## config.mk

```make
export PLATFORM = sky130hd
export DESIGN_NAME = btb_predictor
export DESIGN_NICKNAME = d
export VERILOG_FILES = /design/src/rtl/btb_predictor_pkg.sv /design/src/rtl/ras_stack.sv /design/src/rtl/btb_predictor.sv
export SDC_FILE = /design/constraint.sdc
export NUM_CORES = 2
export LEC_CHECK = 0
export BUFFER_PORTS_ARGS = -buffer_cell sky130_fd_sc_hd__buf_2
export CAP_MARGIN = 20
export CORE_MARGIN = 4
export CORE_UTILIZATION = 45
export DETAILED_ROUTE_END_ITERATION = 8
export PLACE_DENSITY = 0.57
export SETUP_SLACK_MARGIN = 0.02
export SKIP_LAST_GASP = 1
export SLEW_MARGIN = 0
export SYNTH_ARGS = -nofsm -noshare
export SYNTH_HDL_FRONTEND = slang
export SYNTH_HIERARCHICAL = 1
export SYNTH_SLANG_ARGS = --single-unit
```

## constraint.sdc

```tcl
create_clock -name clk -period 10.2 [get_ports clk]
set_input_delay 1.53 -clock clk [delete_from_list [all_inputs] [get_ports clk]]
set_output_delay 1.53 -clock clk [all_outputs]
set_load 0.005 [all_outputs]
```

## src/rtl/btb_predictor_pkg.sv

```systemverilog
// btb_predictor_pkg: shared branch-class encodings, counter constants and counter helper
package btb_predictor_pkg;

    typedef enum logic [1:0] {
        BTB_BRANCH = 2'd0,
        BTB_JUMP   = 2'd1,
        BTB_CALL   = 2'd2,
        BTB_RET    = 2'd3
    } btb_type_e;

    localparam logic [1:0] BTB_CTR_WEAK_T   = 2'd2;
    localparam logic [1:0] BTB_CTR_STRONG_T = 2'd3;

    function automatic logic [1:0] ctr_next(input logic [1:0] ctr, input logic taken);
        return taken ? ((ctr == 2'd3) ? ctr : ctr + 2'd1) : ((ctr == 2'd0) ? ctr : ctr - 2'd1);
    endfunction

endpackage

```

## src/rtl/ras_stack.sv

```systemverilog
// ras_stack: circular return-address stack that overwrites its oldest entry when full
module ras_stack #(
    parameter int XLEN      = 32,
    parameter int RAS_DEPTH = 4
) (
    input  logic            clk,
    input  logic            rst_n,
    input  logic            push,
    input  logic            pop,
    input  logic [XLEN-1:0] push_data,
    output logic [XLEN-1:0] top,
    output logic            empty
);

    localparam int           PW    = $clog2(RAS_DEPTH);
    localparam logic [PW:0]  FULL  = (PW+1)'(RAS_DEPTH);
    localparam logic [PW:0]  ONE_C = (PW+1)'(1);
    localparam logic [PW-1:0] ONE_P = PW'(1);

    logic [XLEN-1:0] mem [RAS_DEPTH];
    logic [PW-1:0]   ptr;
    logic [PW:0]     count;

    assign empty = (count == '0);
    assign top   = mem[ptr - ONE_P];

    // ptr is the next free slot; a push when full lands on the oldest entry
    always_ff @(posedge clk or negedge rst_n) begin
        if (!rst_n) begin
            ptr   <= '0;
            count <= '0;
        end else if (push) begin
            ptr   <= ptr + ONE_P;
            count <= (count == FULL) ? count : count + ONE_C;
        end else if (pop && !empty) begin
            ptr   <= ptr - ONE_P;
            count <= count - ONE_C;
        end
    end

    // return addresses need no reset: count gates their visibility
    always_ff @(posedge clk) begin
        if (push) mem[ptr] <= push_data;
    end

endmodule

```

## src/rtl/btb_predictor.sv

```systemverilog
// btb_predictor: direct-mapped BTB with 2-bit direction counters and a return-address stack
module btb_predictor
    import btb_predictor_pkg::*;
#(
    parameter int XLEN      = 32,
    parameter int ENTRIES   = 64,
    parameter int RAS_DEPTH = 4
) (
    input  logic            clk,
    input  logic            rst_n,
    input  logic            lookup_valid,
    input  logic [XLEN-1:0] lookup_pc,
    output logic            pred_hit,
    output logic            pred_taken,
    output logic [XLEN-1:0] pred_target,
    input  logic            upd_valid,
    input  logic [XLEN-1:0] upd_pc,
    input  logic [XLEN-1:0] upd_target,
    input  logic            upd_taken,
    input  logic [1:0]      upd_type
);

    localparam int IDX = $clog2(ENTRIES);
    localparam int TAG = XLEN - IDX - 2;

    logic [ENTRIES-1:0] valid;
    logic [1:0]         ctr     [ENTRIES];
    logic [TAG-1:0]     tags    [ENTRIES];
    logic [XLEN-1:0]    targets [ENTRIES];
    btb_type_e          types   [ENTRIES];

    logic [IDX-1:0]  lidx, uidx;
    logic [TAG-1:0]  ltag, utag;
    btb_type_e       ltype, utype;
    logic            upd_hit, wr_data, ras_push, ras_pop, ras_empty;
    logic [XLEN-1:0] ras_top, fall_through;
    logic            unused_bits;

    assign lidx  = lookup_pc[IDX+1:2];
    assign ltag  = lookup_pc[XLEN-1:IDX+2];
    assign uidx  = upd_pc[IDX+1:2];
    assign utag  = upd_pc[XLEN-1:IDX+2];
    assign ltype = types[lidx];
    assign utype = btb_type_e'(upd_type);
    assign unused_bits = ^{lookup_pc[1:0], upd_pc[1:0]};

    assign pred_hit     = valid[lidx] && (tags[lidx] == ltag);
    assign pred_taken   = pred_hit && ((ltype != BTB_BRANCH) || ctr[lidx][1]);
    assign fall_through = lookup_pc + XLEN'(4);
    assign pred_target  = !pred_taken ? fall_through :
                          (ltype == BTB_RET && !ras_empty) ? ras_top : targets[lidx];

    assign ras_push = lookup_valid && pred_hit && (ltype == BTB_CALL);
    assign ras_pop  = lookup_valid && pred_hit && (ltype == BTB_RET);

    assign upd_hit = valid[uidx] && (tags[uidx] == utag);
    assign wr_data = upd_valid && (upd_taken || (upd_hit && utype != BTB_BRANCH));

    // valid bits and direction counters: cleared on reset, trained from execute
    always_ff @(posedge clk or negedge rst_n) begin
        if (!rst_n) begin
            valid <= '0;
            for (int i = 0; i < ENTRIES; i++) ctr[i] <= '0;
        end else if (upd_valid) begin
            if (upd_hit)
                ctr[uidx] <= (utype == BTB_BRANCH) ? ctr_next(ctr[uidx], upd_taken) : BTB_CTR_STRONG_T;
            else if (upd_taken) begin
                valid[uidx] <= 1'b1;
                ctr[uidx]   <= (utype == BTB_BRANCH) ? BTB_CTR_WEAK_T : BTB_CTR_STRONG_T;
            end
        end
    end

    // tag/target/type payload: written on allocation, taken branches and any jump update
    always_ff @(posedge clk) begin
        if (wr_data) begin
            tags[uidx]    <= utag;
            targets[uidx] <= upd_target;
            types[uidx]   <= utype;
        end
    end

    ras_stack #(
        .XLEN      (XLEN),
        .RAS_DEPTH (RAS_DEPTH)
    ) u_ras (
        .clk       (clk),
        .rst_n     (rst_n),
        .push      (ras_push),
        .pop       (ras_pop),
        .push_data (fall_through),
        .top       (ras_top),
        .empty     (ras_empty)
    );

endmodule

```

== Yosys cells after proc, flatten, opt, wreduce, memory -nomap -nowiden ==
Memories as Yosys holds them, arrays and structs flattened.
Cells that the tools add are included.
Widths: inputs -> output; s select.
Storage, ports and cells
  flip-flop bits (word level): 197
  bits in latches: 0
  RAM bits: 3840
  memory bits (read-only): 0
  bits of input ports: 103
  output and inout bits: 34
  memories kept: 4
Cells by class
  add/sub/neg operators: 7
  $mul: 0
  div/mod/pow operators: 0
  $lt $le $gt $ge: 6
  eq/ne operators: 7
  shifts and indexed selects: 0
  muxes and demuxes: 34
  bitwise operators: 4
  reductions and logical operators: 25
Memory list
  targets: depth 64, bits a word 32, read ports 1, clocked after Yosys merged registers in 0, wr ports 1, line btb_predictor.sv:29  | logic [XLEN-1:0] targets [ENTRIES];
  tags: depth 64, bits a word 24, read ports 2, clocked after Yosys merged registers in 0, wr ports 1, line btb_predictor.sv:28  | logic [TAG-1:0] tags [ENTRIES];
  types: depth 64, bits a word 2, read ports 1, clocked after Yosys merged registers in 0, wr ports 1, line btb_predictor.sv:30  | btb_type_e types [ENTRIES];
  u_ras.mem: depth 4, bits a word 32, read ports 1, clocked after Yosys merged registers in 0, wr ports 1, line ras_stack.sv:20  | logic [XLEN-1:0] mem [RAS_DEPTH];
Operators with widths (count)
  $bwmux 128: 2
  $mux 128: 2
  $mux 32: 2
  $or 64x64->64: 1
  $eq 24x24->1: 2
  $add 32x3->32 const B: 1
  $bmux 2 s6: 2
  $mux 2: 11
  $ge 7x7->1 const B: 2
  $lt 6x7->1 const B: 2
  $not 6->7: 2
  $bmux 1 s6: 2
  $demux 2 s6: 1
  $logic_and 1x1->1: 12
  $mux 3: 3
  $mux 1: 8
  $reduce_bool 2->1: 4
  $lt 7x1->1 const B: 1
  $demux 1 s6: 1
  $eq 2x2->1 const B: 3
  $ge 6x1->1 const B: 1
  $add 2x1->2 const B: 2
  $logic_not 2->1: 2
  $reduce_and 2->1: 2
  other kinds (10): 12

== Logic depth before layout (Yosys ltp) ==
  depth in word-level cells: 10
  depth in mapped cells: 19
  gate-level depth less buffers: 15

== By module ==
The synthesis kept the hierarchy.
Modules (own cells, without submodules)
  btb_predictor: times used 1, cells each 8145, area each 165432.4 µm², seq. area each 116271.5 µm²
  ras_stack: times used 1, cells each 211, area each 5043.6 µm², seq. area each 3968.8 µm²

== Worst setup path before layout ==
No wires, ideal clock.
  path type: input-to-reg
  start: in upd_pc[4]
  end: mem tags[13][0] in the netlist's numbering (enable)
  library setup time: 0.545 ns
  arrival time: 8.459 ns
  required time: 9.655 ns
  path slack: 1.196 ns
  stages on the path: 15
  cell sequence: buf_4 -> buf_2 -> buf_1 -> mux2i_1 -> o22ai_1 -> o31ai_1 -> o2111ai_1 -> nor4_1 -> o2bb2ai_1 -> nor4_1 -> nand4_1 -> nor3_1 -> a31oi_1 -> clkbuf_1 -> nor3_1
On the way
  cells in the longest elaborated chain, start to end: 8
RTL lines
  from (decl): line btb_predictor.sv:17  | input logic [XLEN-1:0] upd_pc,
  $mem_v2 64x24 / $bmux 1 s6 (equally long branches)
  $eq 24x24->1 / $mux 1 (equally long branches): line btb_predictor.sv:56  | assign upd_hit = valid[uidx] && (tags[uidx] == utag);
  $logic_and 1x1->1: line btb_predictor.sv:56
  $logic_and 1x1->1: line btb_predictor.sv:57  | assign wr_data = upd_valid && (upd_taken || (upd_hit && utype != BTB_BRANCH));
  $logic_or 1x1->1: line btb_predictor.sv:57
  $logic_and 1x1->1: line btb_predictor.sv:57
  $mux 1: line btb_predictor.sv:76  | if (wr_data) begin
  $mux 1 (not written as such): line btb_predictor.sv:77  | tags[uidx] <= utag;
  to (decl): line btb_predictor.sv:28
Parallel ways exist; a longest one is shown, timed or not. The select of a mux whose other input is x is not followed.

== Worst setup path in the final report ==
  start: in lookup_pc[2]
  end: out pred_target[12]
On the way
  cells in the longest elaborated chain, start to end: 7
RTL lines
  from (decl): line btb_predictor.sv:12  | input logic [XLEN-1:0] lookup_pc,
  parallel branches: the longest is 6 deep, another holds $mem_v2 64x24
  $mux 32 (*): line btb_predictor.sv:50  | assign pred_target = !pred_taken ? fall_through :
  to (decl): line btb_predictor.sv:15  | output logic [XLEN-1:0] pred_target,
Mark *: on every way between the ends. The select of a mux whose other input is x is not followed.

==> run metrics <==
Clock power frac=42.0%; DR DRC count=0; port bufs=roughly 130; CP Data Arrival Time=between 7000 and 8000 ps; wire per inst=around 42 um; CP peak stage delay=830 ps; final wirelength=588,000 um; Initial Utilization=45.3%; #FFs+latches synth=about 4.0k; Sw Ratio=22.7%; max_cap viols=0; vias=about 97k; Leakage=61.7 nW; Pint=between 20 and 30 mW; Async S/R FF share, synth=slightly below 5%; register area share after synthesis=about 71%; Clock Tree Buf Depth=4; busiest grt layer=met2; row count=225; HPWL after DPL=313,000 um; P_sw=8.21 mW; worst r2r src=valid[7]$_DFFE_PN0P_; Layout Nets=approximately 8.7k; largest net degree at the start of global routing=193; clock insertion delay at the later pin of the skew report=990 ps; vias in the first global route=95.7k; worst path bufs/invs=4; most common flop cell mapped by yosys=edfxtp_1; top-area cell type share of the netlist area=67.6%; Hold EP=valid[25]$_DFFE_PN0P_; flop-to-flop setup slack=between 3000 and 4000 ps; CTS tree=yes; status=complete, no violations; Core Util, Final=51.3%; Final min period=8720 ps; Data required, critical path=8670 ps; met3 Resource Use GR=under 10%; peak supply drop=136 uV; Sequential Power Share=51.0%; routing usage on met1=between 40 and 50%; global-route wire length before repair=802,000 um; syn avg cell area=between 20 and 25 um^2; worst r2r path cells=13; worst hold path class=reg2reg; Max-slew headroom=under 10%; Setup Fix Bufs, Post-CTS=0; share of cells above drive strength 1=between 20% and 30%; end of the worst register-to-register path=types[39][0]$_DFFE_PP_; DR vias/cell=6.91; crit share post-route=85.5%; CP most frequent cell=mux4_2; Placer Congestion=0.877; I/O pin count=approximately 140; total die area=a little under 400,000 um^2; Yosys warning total=6; Overflow after GRT=0; Post-synth EDFFs=3,840; area leader, netlist=edfxtp_1; CP Class=in2out; Mapped Cells=8,356; area growth from synthesis to layout=13.2%; final hold violation count=0; fill count=29.5k; fmax=between 100 and 150 MHz; clock skew=between 50 and 60 ps; die width=623 um; initial antenna violation count=49; slowest CP cell=or4_1; Synth cell types=slightly below 80; Synth Cell Area=roughly 170,000 um^2; met2 usage=46.2%; setup tns final=0 ps; area of the core=376,000 um^2; Max FO, Critical Path=78; clock slew at reported path FFs=60 ps; Final setup viols=0; crit end category=output port; Hold Path Origin=valid[25]$_DFFE_PN0P_; DRT antenna net count=0; Detailed Route Iter0 Violations=15.8k; Pwr per Cell Area=around 190 nW/um^2; TritonCTS Buffers=422; CTS Hold Bufs=0; Max Slew Vio Count=0; Hold Path Stages=1; GRT Total Usage=between 20 and 30%; cell chain of the critical path=buf_12, buf_4, mux4_2, mux4_2, mux4_2, xnor2_1, nand4_1, or4_1, nor4b_4, buf_12, mux2_1, buf_2; pin slew with the least headroom to its limit=between 1000 and 1500 ps; RSZ-0062 raised after global routing=false; htree depth=5; Comb pwr share=7.0%; clock root buffer=clkbuf_16; CP top delay family=multiplexers; Startpoint Class=primary input; Die Height=623 um; First-pass DRT Iterations=7; largest cells by area after synthesis=edfxtp_1 (68%), mux4_2 (18%), dfrtp_1 (2.9%); clock tree sinks=4,037; Post-Syn Nets=8,465; CTS resizes=0
## routing by layer
metal | vias to the layer above | routed length, um | share of wire (%)
li1 | 36700 | - | -
met1 | 52400 | 222000 | 38
met2 | 6412 | 274000 | 47
met3 | 1346 | 61900 | 11
met4 | 14 | 30700 | 5.2
met5 | - | 82 | 0.014
## cells by family after synthesis
| logic type | count (synthesis) | synth area share (%) |
|---|---|---|
| buffers and inverters | 665 | 1.72 |
| AOI/OAI and AO/OA | 1166 | 4.87 |
| muxes | 1834 | 20.7 |
| xor gates and xnor gates | 77 | 0.396 |
| DFF | 4037 | 70.5 |
| and+or+nand+nor | 569 | 1.68 |
| adders and majority gates | 8 | 0.0602 |
## final cells by class
cell class | instances | area, um^2 | area share, %
Multi-Input combinational cell | 3654 | 47900 | 24.8
Tap cell | 4994 | 6250 | 3.24
Sequential cell | 4037 | 120000 | 62.3
Timing Repair Buffer | 492 | 5040 | 2.61
Clock buffer | 535 | 11200 | 5.81
Clock inverter | 242 | 2250 | 1.16
Antenna cell | 29 | 72.6 | 0.0376
Inverter | 19 | 81.3 | 0.0421
## power groups by stage
| stage | Sequential, mW | Combinational, mW | Clock (mW) |
|---|---|---|---|
| 3_5_place_dp | 18.8 | 2.49 | 0 |
| 5_1_grt | 18.4 | 2.63 | 16.1 |
| 3_3_place_gp | 18.7 | 2.45 | 0 |
| 4_1_cts | 18.4 | 2.50 | 15.4 |
| 2_1_floorplan | 18.7 | 1.46 | 0 |
| 6_report | 18.4 | 2.53 | 15.2 |
## metrics by stage
stage | instances | setup slack (ps) | cell area [um^2] | hold WS, ps | total power, mW
after global placement | 13200 | 1240 | 179000 | 460 | 21.2
after floorplan | 8356 | 1200 | 170000 | 444 | 20.2
after CTS | 14000 | 1420 | 193000 | 489 | 36.3
final | 14000 | 1480 | 193000 | 488 | 36.1
after detailed placement | 13200 | 1440 | 179000 | 474 | 21.2
after global routing | 14000 | 1230 | 193000 | 498 | 37.1
## state kept, by name, indices dropped and copies added (netlist names)
name         count
u_ras/count      3
tags          1536
u_ras/mem      128
ctr            128
targets       2048
valid           64
types          128
u_ras/ptr        2
## Yosys cell counts, drive strengths merged (6+ instances only)
cell type,number
o221ai,14
nor3b,12
a21oi,311
edfxtp,3840
and3,50
nand4,24
o2bb2ai,8
and4,7
mux2i,359
xnor2,59
nand3,33
or2,6
o21ai,69
a22oi,102
a222oi,7
nor2,174
o2111ai,6
or3,6
nand2b,16
nor3,59
a22o,23
inv,17
mux4,1345
a221oi,140
and2,7
nor4b,9
o211ai,8
or3b,6
a41o,64
o22a,40
o21a,6
mux2,130
xor2,18
a31oi,57
dfrtp,197
a221o,106
o22ai,163
buf,314
clkbuf,332
nor4,25
nor2b,14
a211oi,8
nand2,110
## layout by cell type, fill, tap and decap left out, drive strengths merged, types with 30 or more instances in the layout
| master | count |
|---|---|
| a31oi | 57 |
| a41o | 64 |
| mux4 | 1345 |
| mux2 | 130 |
| edfxtp | 3840 |
| inv | 30 |
| o21ai | 69 |
| nand3 | 33 |
| clkbuf | 536 |
| buf | 491 |
| o22a | 40 |
| dfrtp | 197 |
| mux2i | 359 |
| a22oi | 102 |
| bufinv | 32 |
| and3 | 50 |
| a221o | 106 |
| nand2 | 110 |
| o22ai | 163 |
| a21oi | 311 |
| nor3 | 59 |
| a221oi | 140 |
| xnor2 | 59 |
| nor2 | 174 |
| clkinv | 186 |
## how the worst max path moves through the flow
stage / from / end / depth (start not counted)
after global placement: upd_pc[4] / targets[52][10]$_DFFE_PP_ / 15
after floorplan: upd_pc[4] / tags[13][0]$_DFFE_PP_ / 15
after global routing: lookup_pc[2] / pred_target[12] / 13
after detailed placement: lookup_pc[2] / pred_target[12] / 12
final: lookup_pc[2] / pred_target[12] / 12
after CTS: lookup_pc[2] / pred_target[12] / 12
Power figures use the tool's default switching activity.
